==> src/rtl/shift_tap_pkg.sv <==
// Shared types and helpers for the 3x3 shift-tap sequencing controller.
package shift_tap_pkg;

    // Controller states
    typedef enum logic [2:0] {
        IDLE,
        WAIT_FRAME,
        ACTIVE,
        HBLANK,
        FLUSH
    } state_t;

    // Number of physical line buffers that lb_wsel rotates through
    localparam int WSEL_WRAP = 3;

    // Bits needed to hold a counter that runs 0..n inclusive
    function automatic int cnt_width(input int n);
        return $clog2(n + 1);
    endfunction

endpackage

==> src/rtl/sync_edge_det.sv <==
// Registers one sync input (normalised to active-high via POL) and
// produces single-cycle rise/fall pulses from the registered copy.
module sync_edge_det #(
    parameter bit POL = 1'b1
) (
    input  logic clock,
    input  logic rst,
    input  logic d,
    output logic rise,
    output logic fall
);

    logic q_r;
    logic q_rr;

    // Input register plus one cycle of history for edge detection
    always_ff @(posedge clock or posedge rst) begin
        if (rst) begin
            q_r  <= 1'b0;
            q_rr <= 1'b0;
        end else begin
            q_r  <= (d == POL);
            q_rr <= q_r;
        end
    end

    assign rise = q_r & ~q_rr;
    assign fall = ~q_r & q_rr;

endmodule

==> src/rtl/shift_tap_ctrl.sv <==
// Sequencing controller for the 3x3 shift-tap datapath: line-buffer write
// control, rotating buffer select, window-centre strobe and a bottom-row
// flush line. Optional border flags are built when SHIFT_TAP_BORDER_EN is
// defined; otherwise the edge_* outputs are tied low.
module shift_tap_ctrl
    import shift_tap_pkg::*;
#(
    parameter int VIDEO_WIDTH  = 1920,
    parameter int VIDEO_HEIGHT = 1080,
    parameter int AW           = cnt_width(VIDEO_WIDTH),
    parameter int RW           = cnt_width(VIDEO_HEIGHT),
    parameter bit VS_ACTIVE    = 1'b1
) (
    input  logic          clock,
    input  logic          rst,
    input  logic          invs,
    input  logic          inde,
    output logic          lb_we,
    output logic          lb_re,
    output logic [AW-1:0] lb_addr,
    output logic [1:0]    lb_wsel,
    output logic          win_valid,
    output logic [AW-1:0] win_col,
    output logic [RW-1:0] win_row,
    output logic          edge_top,
    output logic          edge_bot,
    output logic          edge_left,
    output logic          edge_right,
    output logic          err_len,
    output logic          err_frame,
    output logic          busy
);

    localparam logic [AW-1:0] W_C  = AW'(VIDEO_WIDTH);
    localparam logic [RW-1:0] H_C  = RW'(VIDEO_HEIGHT);
    localparam logic [1:0]    WSEL_LAST = 2'(WSEL_WRAP - 1);

    state_t        state;
    logic [AW-1:0] col;        // next column in a line, flush address in FLUSH
    logic [RW-1:0] row;        // lines completed this frame, saturates at H
    logic          flushed;    // bottom row already drained this frame
    logic          vs_clr;     // clear the vsync-time err_frame pulse

    logic          vs_rise;
    logic          vs_fall_unused;
    logic          de_rise;
    logic          de_fall;

    logic          pix;
    logic [AW-1:0] pix_col;
    logic          wv_d;
    logic [AW-1:0] wc_d;
    logic [RW-1:0] wr_d;

    sync_edge_det #(.POL(VS_ACTIVE)) u_vs (
        .clock (clock),
        .rst   (rst),
        .d     (invs),
        .rise  (vs_rise),
        .fall  (vs_fall_unused)
    );

    sync_edge_det #(.POL(1'b1)) u_de (
        .clock (clock),
        .rst   (rst),
        .d     (inde),
        .rise  (de_rise),
        .fall  (de_fall)
    );

    // A pixel is presented this cycle: either mid-line, or the first pixel
    // of a line (which may also abort a flush). Line start always uses col 0.
    always_comb begin
        pix = 1'b0;
        if (!vs_rise) begin
            if (state == ACTIVE)
                pix = !de_fall;
            else if (state == WAIT_FRAME || state == HBLANK || state == FLUSH)
                pix = de_rise;
        end
        pix_col = (state == ACTIVE) ? col : '0;
    end

    // Next window-centre strobe: in-line centres lag the written pixel by
    // one row and column, the end-of-line strobe fills column W-1, and the
    // flush line supplies the bottom row.
    always_comb begin
        wv_d = 1'b0;
        wc_d = '0;
        wr_d = '0;
        if (pix) begin
            if (row != '0 && row < H_C && pix_col != '0 && pix_col < W_C) begin
                wv_d = 1'b1;
                wc_d = pix_col - AW'(1);
                wr_d = row - RW'(1);
            end
        end else if (!vs_rise && state == ACTIVE && de_fall) begin
            if (row != '0 && row < H_C) begin
                wv_d = 1'b1;
                wc_d = W_C - AW'(1);
                wr_d = row - RW'(1);
            end
        end else if (!vs_rise && state == FLUSH && col != '0) begin
            wv_d = 1'b1;
            wc_d = col - AW'(1);
            wr_d = H_C - RW'(1);
        end
    end

    // Control FSM with registered line-buffer, window and status outputs
    always_ff @(posedge clock or posedge rst) begin
        if (rst) begin
            state     <= IDLE;
            col       <= '0;
            row       <= '0;
            flushed   <= 1'b0;
            vs_clr    <= 1'b0;
            lb_we     <= 1'b0;
            lb_re     <= 1'b0;
            lb_addr   <= '0;
            lb_wsel   <= '0;
            win_valid <= 1'b0;
            win_col   <= '0;
            win_row   <= '0;
            err_len   <= 1'b0;
            err_frame <= 1'b0;
            busy      <= 1'b0;
        end else begin
            lb_we     <= 1'b0;
            lb_re     <= 1'b0;
            lb_addr   <= '0;
            win_valid <= wv_d;
            win_col   <= wc_d;
            win_row   <= wr_d;

            if (vs_clr) begin
                err_frame <= 1'b0;
                vs_clr    <= 1'b0;
            end

            if (vs_rise) begin
                // Frame start aborts whatever was in flight. A frame that ended
                // short shows err_frame for one cycle before it clears.
                state   <= WAIT_FRAME;
                busy    <= 1'b0;
                row     <= '0;
                col     <= '0;
                lb_wsel <= '0;
                err_len <= 1'b0;
                flushed <= 1'b0;
                if (state != IDLE && row != H_C && !flushed) begin
                    err_frame <= 1'b1;
                    vs_clr    <= 1'b1;
                end else begin
                    err_frame <= 1'b0;
                end
            end else begin
                case (state)
                    IDLE: ;
                    WAIT_FRAME, HBLANK: begin
                        if (pix) begin
                            state <= ACTIVE;
                            busy  <= 1'b1;
                        end else if (state == HBLANK && row == H_C) begin
                            col <= '0;
                            if (flushed) begin
                                state <= WAIT_FRAME;
                                busy  <= 1'b0;
                            end else begin
                                state <= FLUSH;
                                busy  <= 1'b1;
                            end
                        end
                    end
                    ACTIVE: begin
                        if (de_fall) begin
                            if (col != W_C)
                                err_len <= 1'b1;
                            col     <= '0;
                            lb_wsel <= (lb_wsel == WSEL_LAST) ? 2'd0 : lb_wsel + 2'd1;
                            if (row != H_C)
                                row <= row + RW'(1);
                            state   <= HBLANK;
                        end
                    end
                    FLUSH: begin
                        if (pix) begin
                            // de arrived before the drain finished
                            err_frame <= 1'b1;
                            state     <= ACTIVE;
                        end else begin
                            lb_re   <= 1'b1;
                            lb_addr <= col;
                            if (col == W_C) begin
                                col     <= '0;
                                flushed <= 1'b1;
                                state   <= WAIT_FRAME;
                                busy    <= 1'b0;
                            end else begin
                                col <= col + AW'(1);
                            end
                        end
                    end
                    default: state <= IDLE;
                endcase

                if (pix) begin
                    lb_addr <= pix_col;
                    if (pix_col == W_C)
                        err_len <= 1'b1;
                    else
                        col <= pix_col + AW'(1);
                    if (row == H_C)
                        err_frame <= 1'b1;
                    else if (pix_col != W_C) begin
                        lb_we <= 1'b1;
                        lb_re <= 1'b1;
                    end
                end
            end
        end
    end

`ifdef SHIFT_TAP_BORDER_EN
    // Border flags for the centre being presented, qualified by the strobe
    always_ff @(posedge clock or posedge rst) begin
        if (rst) begin
            edge_top   <= 1'b0;
            edge_bot   <= 1'b0;
            edge_left  <= 1'b0;
            edge_right <= 1'b0;
        end else begin
            edge_top   <= wv_d && (wr_d == '0);
            edge_bot   <= wv_d && (wr_d == H_C - RW'(1));
            edge_left  <= wv_d && (wc_d == '0);
            edge_right <= wv_d && (wc_d == W_C - AW'(1));
        end
    end
`else
    assign edge_top   = 1'b0;
    assign edge_bot   = 1'b0;
    assign edge_left  = 1'b0;
    assign edge_right = 1'b0;
`endif

endmodule

==> config.mk <==
export PLATFORM = sky130hd
export DESIGN_NAME = shift_tap_ctrl
export DESIGN_NICKNAME = d
export VERILOG_FILES = /design/src/rtl/shift_tap_pkg.sv /design/src/rtl/sync_edge_det.sv /design/src/rtl/shift_tap_ctrl.sv
export SDC_FILE = /design/constraint.sdc
export NUM_CORES = 1
export LEC_CHECK = 0
export BUFFER_PORTS_ARGS = -buffer_cell sky130_fd_sc_hd__buf_4
export CORE_ASPECT_RATIO = 2
export CORE_MARGIN = 3
export CORE_UTILIZATION = 36
export CTS_BUF_LIST = sky130_fd_sc_hd__clkbuf_4 sky130_fd_sc_hd__clkbuf_8 sky130_fd_sc_hd__clkbuf_16
export CTS_CLUSTER_SIZE = 12
export DETAILED_ROUTE_END_ITERATION = 7
export SYNTH_ARGS = -nofsm -noshare
export SYNTH_HDL_FRONTEND = slang
export SYNTH_SLANG_ARGS = --single-unit
==> constraint.sdc <==
create_clock -name clock -period 2.99 [get_ports clock]
set_input_delay 0.1495 -clock clock [delete_from_list [all_inputs] [get_ports clock]]
set_output_delay 0.1495 -clock clock [all_outputs]
set_load 0.1 [all_outputs]
==> qor.yml, run 1 <==
maxSlewHeadroom_pct: 53.1
totalWireLength_um: 12300
die_y_um: 159
cts_tree: "built"
power_mw: 3.86
rr_worst_depth: 8
grt_use_total_pct: 19.6
grt_start_max_net_pins: 73
placed_area_mm2: 0.00474
netlist_instances: 460
setup-tns-final_ns: 0
rows: 55
cts_hold_buf: 3
highest_layer: "met4"
place_ws_ns: 0.331
slew_viol_final: 0
synth_top_area_cell: "dfrtp_1"
wl_met2_um: 6650
synth_cell_type_count: 72
rsz0062_at_grt: "no"
final_cells: 655
routedWlPerCell_um: 18.8
peakVddDrop_mv: 0.382
drt-met1-wl_um: 4660
min_to: "u_vs.q_rr$_DFF_PP0_"
synth_top_area_share_pct: 42.8
finalWeightedCongestion: 0.945
ioPinCount: 49
min-delay-start: "u_vs.q_r$_DFF_PP0_"
first_global_vias: 3626
vias_per_cell: 5.74
dp_cells: 636
drtIter0Drc: 277
core-area_mm2: 0.0114
die_area_mm2: 0.0131
synthTopCellsByCount: "dfrtp_1, nor2_1, a21oi_1, o21ai_0, nand2_1"
outcome: "completed"
netlist_area_mm2: 0.00421
synth.most_common_cell: "dfrtp_1"
port_buffers: 44
setup_viol: 0
yosysWarnings: 0
die_w_um: 82.5
skew_ns: 0.00799
hp-class: "register to register"
fin_crit_sh_pct: 90.4
cp-start-kind: "register"
avgSynthCellArea_um2: 9.15
powerDensity_mw_per_mm2: 755
drv_cap: 0
critPathKind: "register to register"
clk_pin_slew_ns: 0.06
clockBufferDepth: 2
cts_resized: 0
async_flop_share_pct: 100
areaGrowthSynthToFinish_pct: 21.5
fin_nets: 518
cp.arrival_ns: 2.92
numCtsBuffers: 9
grt_overflow_total: 0
finalHoldViolations: 0
root_buffer: "clkbuf_16"
drtPass1Iterations: 5
postCtsSetupBuffers: 0
cpPeakStageDelay_ns: 0.51
reg2reg_slack_ns: 0.29
drive_gt1_share_pct: 21.6
start_util_pct: 37.1
r2r_start: "row[0]$_DFFE_PP0P_"
yosysSeqAreaShare_pct: 42.8
fin_crit_ns: 2.70
dpl.hpwl_um: 9100
diodes: 0
wl_met3_um: 511
ys_ff_latch: 72
reg2reg_to: "win_row[10]$_DFF_PP0_"
synth.area.top_cells: "dfrtp_1, nor2_1, xor2_1"
fin_util_pct: 45.1
power.leakage_nw: 2.39
htreeDepth: 3
stdcell_area_mm2: 0.00512
antenna_found_initial: 0
synth_edf_count: 0
path_max_fanout: 12
via_count: 3758
fmax_ghz: 0.370
whs_ns: 0.401
hold-path-cell-count: 0
clk_latency_ns: 0.34
critPathCaptureType: "register"
setup_slack_ns: 0.288
drc: 0
tightest_slew_ns: 0.696
synth-main-ff-cell: "dfrtp_1"
crit_chain: "inv_1, ha_1, or3b_2, nor4b_1, or2_1, or3_1, and2_4, o21ai_0"
cts_sinks: 72
ant_nets: 0
crit_required_ns: 3.20
crit_slowest_cell: "or3b_2"
grt_pass1_wl_um: 19400
## power breakdown
part           switching, mW  internal (mW)
Combinational           1.02          0.454
Sequential            0.0797           1.05
Clock                  0.422          0.830
## flip-flops by register name (all words and copies together), names as in the netlist
register and flops:
u_vs.q_r 1, lb_wsel 2, vs_clr 1, row 11, u_de.q_rr 1, err_len 1, err_frame 1, lb_re 1
win_row 11, busy 1, lb_addr 11, win_valid 1, flushed 1, lb_we 1, win_col 11, col 11
u_de.q_r 1, u_vs.q_rr 1, state 3
## worst max path at each step
stage	end	depth (start not counted)	startpoint
6_report	win_row[10]$_DFF_PP0_	8	row[0]$_DFFE_PP0P_
5_1_grt	win_row[10]$_DFF_PP0_	8	row[0]$_DFFE_PP0P_
4_1_cts	win_row[10]$_DFF_PP0_	8	row[0]$_DFFE_PP0P_
3_5_place_dp	win_row[10]$_DFF_PP0_	8	row[0]$_DFFE_PP0P_
3_3_place_gp	win_row[10]$_DFF_PP0_	8	row[0]$_DFFE_PP0P_
2_1_floorplan	win_row[2]$_DFF_PP0_	11	state[1]$_DFFE_PP0P_
## cells by family (layout without fill, tap and decap cells)
logic type               after synthesis  in the layout  synth area share (%)
adder cells (fa/ha/maj)                6              6                  1.78
AO/OA/AOI/OAI                        126            126                  20.9
XOR/XNOR                              29             29                  6.03
buffers and inverters                 55            105                  6.30
AND/OR/NAND/NOR                      169            169                  21.7
flip-flops                            72             72                  42.8
other                                  1              4                0.0891
multiplexers                           2              2                 0.476
## per-layer routing
metal  GRT usage [%]  up-vias
met1            22.4     1825
met4            11.4        0
li1                -     1755
met2            33.0      141
met3            3.23       37
met5               0        -
## cells in the final DEF (no fill, tap or decap), types with 3 or more instances in the layout
master	n
a211o_1	3
a21oi_1	26
a31oi_1	7
a41oi_1	4
and2_1	9
and3_1	11
buf_4	70
bufinv_16	3
clkbuf_16	9
conb_1	4
dfrtp_1	72
dlygate4sd3_1	3
ha_1	6
inv_1	14
nand2_1	25
nand2b_1	5
nand3_1	16
nand4_1	7
nor2_1	51
nor2b_1	3
nor3_1	7
nor4_1	9
o2111ai_1	3
o211ai_1	7
o21a_1	4
o21ai_0	26
o21ai_2	5
o221ai_1	4
o22ai_1	3
o31ai_1	3
o32ai_1	3
or3_1	6
xnor2_1	14
xor2_1	15
## cell type report
cell class / instances / area, µm²
Clock buffer: 10 / 233
Clock inverter: 6 / 115
Fill cell: 1133 / 6240
Inverter: 15 / 56.3
Multi-Input combinational cell: 336 / 2160
Sequential cell: 72 / 1800
Tap cell: 142 / 178
Timing Repair Buffer: 74 / 576
## critical path: cells and delay by family (launching register included)
family	cells	cell delay (ns)
buffers and inverters	1	0.10
AOI/OAI and AO/OA	1	0.11
DFF	1	0.47
adders and majority gates	1	0.21
and+or+nand+nor	5	1.69
Note: power is estimated with default switching activity, not from simulation.
==> run 2, diff against run 1 <==
==> constraint.sdc (replaced) <==
create_clock -name clock -period 2.99 [get_ports clock]
set_input_delay 0.897 -clock clock [delete_from_list [all_inputs] [get_ports clock]]
set_output_delay 0.897 -clock clock [all_outputs]
set_load 0.1 [all_outputs]
==> qor.yml, run 2 (synthesis gave the netlist of run 1 again) <==
drtPass1Iterations: 5
via_count: 3840
outcome: "completed"
hp-class: "register to register"
crit_end: "win_row[10]$_DFF_PP0_"
fin_util_pct: 45.0
postCtsSetupBuffers: 0
totalWireLength_um: 13000
finalHoldViolations: 0
cts_tree: "built"
routedWlPerCell_um: 19.6
ant_nets: 0
maxSlewHeadroom_pct: 54.3
critPathKind: "register to register"
grt_use_total_pct: 21.1
core-area_mm2: 0.0114
fin_nets: 524
reg2reg_slack_ns: 0.31
crit_required_ns: 3.21
clockBufferDepth: 2
grt_pass1_wl_um: 20800
final_common_cell: "buf_4"
setup_viol: 0
layout_common_cells: "buf_4, dfrtp_1, nor2_1"
drive_gt1_share_pct: 23.1
rsz0062_at_grt: "no"
min-delay-start: "u_vs.q_r$_DFF_PP0_"
first_global_vias: 3925
cts_hold_buf: 0
cts_resized: 0
reg2reg_to: "win_row[10]$_DFF_PP0_"
numCtsBuffers: 9
whs_ns: 0.403
cts_sinks: 72
power.leakage_nw: 2.40
grt_overflow_total: 0
setup-tns-final_ns: 0
areaGrowthSynthToFinish_pct: 21.4
peakVddDrop_mv: 0.430
die_y_um: 159
finalWeightedCongestion: 0.940
fmax_ghz: 0.374
grt_start_max_net_pins: 47
fill_cells: 1122
p_sw_share_pct: 41.8
power_frac_clock_pct: 29.5
cp.arrival_ns: 2.90
netSwitchingPower_mw: 1.56
port_buffers: 44
path_max_fanout: 12
antenna_found_initial: 0
fin_crit_ns: 2.68
tightest_slew_ns: 0.668
die_area_mm2: 0.0131
dpl.hpwl_um: 9710
power.internal_mw: 2.18
pwr-share-comb_pct: 40.3
vias_per_cell: 5.81
drtIter0Drc: 242
cp-start-kind: "register"
diodes: 0
rr_worst_depth: 8
start_util_pct: 37.1
powerDensity_mw_per_mm2: 732
htreeDepth: 3
clk_latency_ns: 0.34
skew_ns: 0.00535
critPathCaptureType: "register"
root_buffer: "clkbuf_16"
die_w_um: 82.5
pwr-share-seq_pct: 30.1
worstSetupStartpoint: "row[0]$_DFFE_PP0P_"
ioPinCount: 49
setup_slack_ns: 0.313
slew_viol_final: 0
clk_pin_slew_ns: 0.06
drc: 0
rows: 55
fin_crit_sh_pct: 89.5
drv_cap: 0
r2r_start: "row[0]$_DFFE_PP0P_"
place_ws_ns: 0.335
run 2: metrics by stage:
step           cells  instance area (µm²)  total power [mW]
3_3_place_gp     645                 4810              2.63
6_report         661                 5110              3.74
3_5_place_dp     645                 4810              2.64
2_1_floorplan    463                 4220              2.22
5_1_grt          661                 5110              3.92
4_1_cts          661                 5110              3.76
run 2: worst min-delay path by stage:
stage	end	slack, ns	cells after the start
final	u_vs.q_rr$_DFF_PP0_	0.40	0
after global routing	u_vs.q_rr$_DFF_PP0_	0.43	0
after CTS	u_vs.q_rr$_DFF_PP0_	0.41	0
after detailed placement	u_vs.q_rr$_DFF_PP0_	0.40	0
after global placement	u_vs.q_rr$_DFF_PP0_	0.38	0
after floorplan	u_vs.q_rr$_DFF_PP0_	0.37	0
run 2: power groups by stage:
stage / Combinational [mW] / Clock (mW) / Sequential (mW)
final: 1.51 / 1.11 / 1.13
after global routing: 1.61 / 1.18 / 1.14
after floorplan: 0.762 / 0 / 1.46
after global placement: 1.48 / 0 / 1.14
after detailed placement: 1.49 / 0 / 1.15
after CTS: 1.50 / 1.13 / 1.13
run 2: routing by layer:
metal	up-vias	GRT usage, %	part of all wire [%]
met1	1882	22.9	36
met2	139	35.2	53
met3	55	4.02	4.5
met4	0	14.7	6.7
li1	1764	-	-
met5	-	0	0
run 2: critical path, cell delays in order, from the launching register on:
cell	delay, ns
dfrtp_1	0.46
inv_1	0.10
ha_1	0.20
or3b_2	0.51
nor4b_1	0.36
or2_1	0.17
or3_1	0.34
and2_4	0.31
o21ai_0	0.10
run 2: final cells by class:
cell class / instances / area (µm²) / share of cell area [%]
clock buffer: 9 / 225 / 4.41
clock inverter: 7 / 78.8 / 1.54
inverter: 15 / 56.3 / 1.10
multi-input combinational: 336 / 2160 / 42.2
sequential: 72 / 1800 / 35.3
tap: 142 / 178 / 3.48
timing repair buffer: 80 / 613 / 12.0
